$ cat src/rtl/event_encoder_if.sv
// Handshake bundle between the event encoder and the code consumer.
// The encoder presents code/valid, the consumer answers with ready.
interface event_encoder_if #(
    parameter int CODE_W = 3
);
    logic [CODE_W-1:0] code;
    logic              valid;
    logic              ready;

    modport master (output code, output valid, input ready);
    modport slave  (input code, input valid, output ready);
endinterface

$ cat src/rtl/event_encoder.sv
// 8-to-3 event encoder: captures request lines into a pending register and
// emits one binary index per accepted transfer, in fixed priority order.
module event_encoder #(
    parameter int N_IN     = 8,
    parameter int CODE_W   = 3,
    parameter int HI_FIRST = 0
) (
    input  logic              clk,
    input  logic              rst,
    input  logic              enable,
    input  logic              clear,
    input  logic [N_IN-1:0]   req,
    output logic [N_IN-1:0]   pending,
    output logic              dropped,
    event_encoder_if.master   bus
);

    logic              load;
    logic              any_pending;
    logic [CODE_W-1:0] sel_idx;
    logic [N_IN-1:0]   clr_mask;
    logic [N_IN-1:0]   cap;

    // A new code may enter the output stage when it is empty or being drained.
    assign load        = !bus.valid || bus.ready;
    assign any_pending = |pending;
    assign cap         = enable ? req : '0;

    // Priority select over the registered pending snapshot, never same-cycle req.
    always_comb begin
        // NOTE: default first so no path leaves sel_idx unassigned (no latch).
        sel_idx = '0;
        if (HI_FIRST == 0) begin
            // Scan downwards so the lowest set bit is the last one written.
            for (int i = N_IN - 1; i >= 0; i--) begin
                if (pending[i]) sel_idx = CODE_W'(i);
            end
        end else begin
            // Scan upwards so the highest set bit is the last one written.
            for (int i = 0; i < N_IN; i++) begin
                if (pending[i]) sel_idx = CODE_W'(i);
            end
        end
    end

    // One-hot of the bit handed to the output stage this cycle, else nothing.
    always_comb begin
        clr_mask = '0;
        if (load && any_pending) clr_mask = N_IN'(1) << sel_idx;
    end

    // Pending register, coalesce flag and output stage.
    always_ff @(posedge clk) begin
        // NOTE: non-blocking assignments so every register sees pre-edge values.
        if (rst) begin
            pending   <= '0;
            dropped   <= 1'b0;
            bus.code  <= '0;
            bus.valid <= 1'b0;
        end else if (clear) begin
            pending   <= '0;
            dropped   <= 1'b0;
            bus.code  <= '0;
            bus.valid <= 1'b0;
        end else begin
            // Set wins: a request on the bit being handed out re-arms it.
            pending <= (pending & ~clr_mask) | cap;
            dropped <= |(cap & pending & ~clr_mask);
            if (load) begin
                if (any_pending) begin
                    bus.code  <= sel_idx;
                    bus.valid <= 1'b1;
                end else begin
                    // Code keeps its last value; only valid drops.
                    bus.valid <= 1'b0;
                end
            end
        end
    end

endmodule

$ cat src/flat_wrapper.sv
// flat-port wrapper written by rule: the top's interface ports become plain ports
module event_encoder_flat 
#(
    parameter int N_IN     = 8,
    parameter int CODE_W   = 3,
    parameter int HI_FIRST = 0
)
  (clk, rst, enable, clear, req, pending, dropped, bus_code, bus_valid, bus_ready);
  event_encoder_if #(.CODE_W(CODE_W)) bus_i ();
  input  logic clk;
  input  logic rst;
  input  logic enable;
  input  logic clear;
  input  logic [N_IN-1:0] req;
  output logic [N_IN-1:0] pending;
  output logic dropped;
  output wire logic [$bits(bus_i.code)-1:0] bus_code;
  output wire logic [$bits(bus_i.valid)-1:0] bus_valid;
  input wire logic [$bits(bus_i.ready)-1:0] bus_ready;
  assign bus_code = bus_i.code;
  assign bus_valid = bus_i.valid;
  assign bus_i.ready = bus_ready;
  event_encoder #(.N_IN(N_IN), .CODE_W(CODE_W), .HI_FIRST(HI_FIRST)) u_core (.clk(clk), .rst(rst), .enable(enable), .clear(clear), .req(req), .pending(pending), .dropped(dropped), .bus(bus_i));
endmodule
$ cat config.mk
export PLATFORM = sky130hd
export DESIGN_NAME = event_encoder_flat
export DESIGN_NICKNAME = d
export VERILOG_FILES = /design/src/rtl/event_encoder_if.sv /design/src/rtl/event_encoder.sv /design/src/flat_wrapper.sv
export SDC_FILE = /design/constraint.sdc
export NUM_CORES = 1
export LEC_CHECK = 0
export ABC_CLOCK_PERIOD_IN_PS = 2800
export BUFFER_PORTS_ARGS = -buffer_cell sky130_fd_sc_hd__clkbuf_2
export CAP_MARGIN = 5
export CORE_UTILIZATION = 49
export CTS_CLUSTER_SIZE = 25
export DETAILED_ROUTE_END_ITERATION = 16
export GPL_TIMING_DRIVEN = 0
export HOLD_SLACK_MARGIN = 0.1
export PLACE_DENSITY = 0.81
export SETUP_SLACK_MARGIN = 0.15
export SYNTH_ARGS = -nofsm -noshare
export SYNTH_HDL_FRONTEND = slang
export SYNTH_SLANG_ARGS = --single-unit
$ cat constraint.sdc
create_clock -name clk -period 2.8 [get_ports clk]
set_input_delay 0.28 -clock clk [delete_from_list [all_inputs] [get_ports clk]]
set_output_delay 0.28 -clock clk [all_outputs]
set_load 0.005 [all_outputs]
# Yosys cells after proc, flatten, opt, wreduce, memory -nomap -nowiden
# Cells that the tools add are included.
[totals]
ff_bits = 13
in_bits = 13
output_inout_bits = 13
word_cells = 28
[op_classes]
shift = 1
n_mux = 11
bitwise = 5
reduce_logical = 7
[op_table]
columns = ["cell", "count"]
rows = [
  ["$and 8x8->8", 3],
  ["$mux 3", 8],
  ["$mux 8", 2],
  ["$reduce_or 8->1", 2],
  ["$not 8->8", 1],
  ["$or 8x8->8", 1],
  ["$shl 1x3->8 const A", 1],
  ["$reduce_and 2->1", 1],
  ["$reduce_or 2->1", 1],
  ["$logic_and 1x1->1", 1],
  ["$logic_not 1->1", 1],
  ["$logic_or 1x1->1", 1],
  ["$mux 1", 1],
]

# Longest topological paths before layout
[depth]
ltp_word = 13
mapped_depth = 6
depth_no_buf = 5

# Worst setup path after synthesis
# No wires, ideal clock.
[synth_path]
path_type = "reg-to-reg"
start = "register u_core.pending[2]"
end = "register u_core.dropped"
setup_time_ps = 126
arrival_ps = 1509
required_ps = 2674
slack_ps = 1164
path_stages_with_launch = 7
n_path_buf = 1
period_less_slack_ps = 1636
path_cell_list = "dfxtp_1 > buf_6 > or4_4 > nor2_4 > o21ai_1 > a311oi_1 > a31oi_1"
[synth_between]
elab_chain_cells = 8
word_cells_on_any_way = 11
classes_between = "shift (1); mux (4); bitwise (3); reduce/logical (3)"
[synth_rtl]
columns = ["item", "line_no", "source"]
rows = [
  ["start: declaration", "event_encoder.sv:13", "output logic [N_IN-1:0] pending,"],
  ["start signal: assignment", "event_encoder.sv:67", "pending <= (pending & ~clr_mask) | cap;"],
  ["$mux 3 (3 in series)", "event_encoder.sv:36", "if (pending[i]) sel_idx = CODE_W'(i);"],
  ["$shl 1x3->8", "event_encoder.sv:49", "if (load && any_pending) clr_mask = N_IN'(1) << sel_idx;"],
  ["$mux 8", "event_encoder.sv:49", ""],
  ["$not 8->8", "event_encoder.sv:68", "dropped <= |(cap & pending & ~clr_mask);"],
  ["$and 8x8->8 *", "event_encoder.sv:68", ""],
  ["$reduce_or 8->1 *", "event_encoder.sv:68", ""],
  ["end signal: assignment", "event_encoder.sv:68", ""],
  ["end: declaration", "event_encoder.sv:14", "output logic dropped,"],
]
# Mark *: on every way between the ends. The rest lies on a longest branch, timed or not.
# A chain may end at the register's enable or synchronous reset.

# Worst setup path in the final report
# Same ends and word-level chain as after synthesis.

==> run_results.csv <==
group,metric,value,unit
floorplanning,core_area,1170,µm²
worst_hold_path,hp-class,"in -> reg",
logic_synthesis,syn_area,656,µm²
global_routing,grt_pass1_vias,631,
clock_network,cts_tree,"yes",
power_and_ir_drop,pwr-share-comb,0.173,
logic_synthesis,ys_warn_count,0,
setup_path,critPathArrivalTime,1.90,ns
logic_synthesis,avgSynthCellArea,8.09,µm²
setup_path,critPathKind,"reg -> reg",
run_status,status,"completed",
route,vias,715,
power_and_ir_drop,switching_power,107,µW
finish,antenna_cells,0,
route,wl_per_cell,12.7,µm
setup_path,cp-end-kind,"register",
route,drc,0,
setup_path,worstSetupStartpointType,"register",
power_and_ir_drop,power_density,467,nW/µm²
setup_path,worstPathRequired,2.97,ns
place,gp_congestion,0.851,
clock_network,cts_sinks,13,
logic_synthesis,synthCells,81,
clock_network,clk_latency,0.28,ns
power_and_ir_drop,vdd_ir_drop_max,0.000287,V
global_routing,grt_pass1_wl,2620,µm
route,first_pass_iters,4,
finish,syn_to_final_growth,25.0,%
setup_path,path_max_fanout,9,
clock_network,clk_pin_slew,0.08,ns
floorplanning,die_area,1490,µm²
finish,drive_gt1_frac,0.303,
sta,setup_viol_count_final,0,
finish,nets,123,
place,portBuffers,24,
sta,slew_headroom,0.630,
place,hpwl,1180,µm
logic_synthesis,synth_nets,94,
setup_path,ff2ff_setup_slack,1.07,ns
sta,drv_slew,0,
floorplanning,dieWidth,38.6,µm
clock_network,cts-buffers-inserted,3,
floorplanning,rows,12,
route,dr.first_iter.drc_count,19,
logic_synthesis,synth.distinct_cells,30,
clock_network,postCtsSetupBuffers,0,
floorplanning,pin_count,26,
power_and_ir_drop,switching_share,0.279,
floorplanning,start_util,0.560,
power_and_ir_drop,p_int,276,µW
global_routing,antenna_found_initial,0,
floorplanning,dieHeight,38.6,µm
global_routing,track_usage,0.258,
global_routing,globalRoute.totalOverflow,0,
logic_synthesis,synth_seq_cells,13,
power_and_ir_drop,p_clk_frac,0.313,
sta,setup_ws,1.07,ns
sta,fin_setup_tns,0,ns
sta,min_period,1.73,ns
clock_network,cts-resized-gates,0,
power_and_ir_drop,seqPwrFrac,0.514,
sta,fmax,579,MHz
run,drv_cap,0,
global_routing,grt_max_degree,11,
route,drt-total-wl,1570,µm
sta,fin_crit_sh,0.617,
place,pre_cts_ws,1.08,ns
clock_network,ctsHoldBuffers,0,
sta,worst_slew_pin_slew,0.554,ns
route,ant_nets,0,
sta,rsz0062_at_grt,"false",
route,drt-vias-per-instance,5.81,
sta,fin_skew,0.000797,ns
clock_network,htreeDepth,1,
place,placed_area,793,µm²
finish,stdcell_area,820,µm²
clock_network,cts_buffer_depth,2,
sta,hold_viol,0,
clock_network,cts-root-buf,"clkbuf_4",
logic_synthesis,synth-seq-area-share,0.397,
power_and_ir_drop,p_leak,0.357,nW
## final timing paths
path                       from                 end  cells past startpoint
max reg2reg   u_core.pending[2]      u_core.dropped                      6
min                      req[1]   u_core.pending[1]                      3
min reg2reg  u_core.bus.code[0]  u_core.bus.code[0]                      2
max           u_core.pending[2]      u_core.dropped                      6
## final cells by class
type                            count  area [µm²]
Multi-Input combinational cell     61         358
Fill cell                         108         352
Timing Repair Buffer               24         120
Clock buffer                        4        26.3
Inverter                            3        11.3
Sequential cell                    13         260
Tap cell                           14        17.5
Buffer                              4        26.3
## stage by stage
stage / power (mW) / instances / util / hold slack, ns
4_1_cts: 0.381 / 123 / 0.700 / 0.252
6_report: 0.382 / 123 / 0.700 / 0.248
3_5_place_dp: 0.267 / 119 / 0.677 / 0.489
5_1_grt: 0.398 / 123 / 0.700 / 0.280
3_3_place_gp: 0.265 / 119 / 0.677 / 0.471
2_1_floorplan: 0.243 / 81 / - / 0.425
## sequential cells by signal (all words and copies together) (netlist names)
name and cells:
u_core.dropped 1, u_core.bus.code 3, u_core.pending 8, u_core.bus.valid 1
## layout by cell type, fill, tap and decap left out, types with 3 or more instances in the layout
master	n
clkbuf_4	3
a22oi_1	7
nor2_1	12
inv_1	3
a31oi_1	3
dfxtp_1	13
nand3_1	6
clkbuf_2	24
a21oi_1	6
nand2_1	5
o21ai_0	4
clkbuf_1	3
## synthesized netlist by cell type
master     n  area share
a41oi_1    1       0.013
dfxtp_1   13        0.40
or2_2      1      0.0095
buf_6      1       0.017
o211ai_1   1       0.011
a21boi_0   1       0.011
mux2i_1    1       0.015
or4_4      1       0.017
a31oi_1    3       0.029
o21ai_0    4       0.031
buf_4      1       0.011
o21ai_1    1      0.0076
inv_1      3       0.017
nor2_1    12       0.069
o311ai_0   1       0.013
o21bai_1   1       0.011
a22oi_1    7       0.080
a211oi_1   1       0.011
nand2_1    5       0.029
nor2_4     1       0.017
nand4_1    1      0.0095
nor2b_1    1      0.0095
and3_1     1      0.0095
o21ai_2    1       0.013
clkbuf_1   2       0.011
nand3_1    6       0.046
a311oi_1   1       0.013
o41ai_1    1       0.013
a21oi_1    6       0.046
nand2b_1   1      0.0095
## power by group through the flow
stage	clock network, mW	registers, mW	logic, mW
detailed placement	0	0.201	0.0660
global route	0.126	0.197	0.0748
global placement	0	0.200	0.0647
finish	0.120	0.196	0.0663
CTS	0.119	0.196	0.0664
floorplan	0	0.201	0.0421
## critical path, stage by stage (launching register included)
cell and delay [ns]:
dfxtp_1 0.32, buf_6 0.13, or4_4 0.55, nor2_4 0.12
o21ai_1 0.10, a311oi_1 0.28, a31oi_1 0.11
## layer usage
metal	wire, µm	share of wire	GRT usage	vias up
li1	-	-	-	360
met1	723	0.46	0.332	329
met2	753	0.48	0.404	21
met3	62	0.040	0.0520	5
met4	29	0.018	0.129	0
met5	0	0	0	-
## logic make-up (layout without fill, tap and decap cells)
group / Yosys count / count (layout) / share of synthesized area
AOI/OAI and AO/OA: 30 / 30 / 0.305
and+or+nand+nor: 30 / 30 / 0.225
DFF: 13 / 13 / 0.397
buffers and inverters: 7 / 35 / 0.0573
muxes: 1 / 1 / 0.0153
Power figures use the tool's default switching activity.
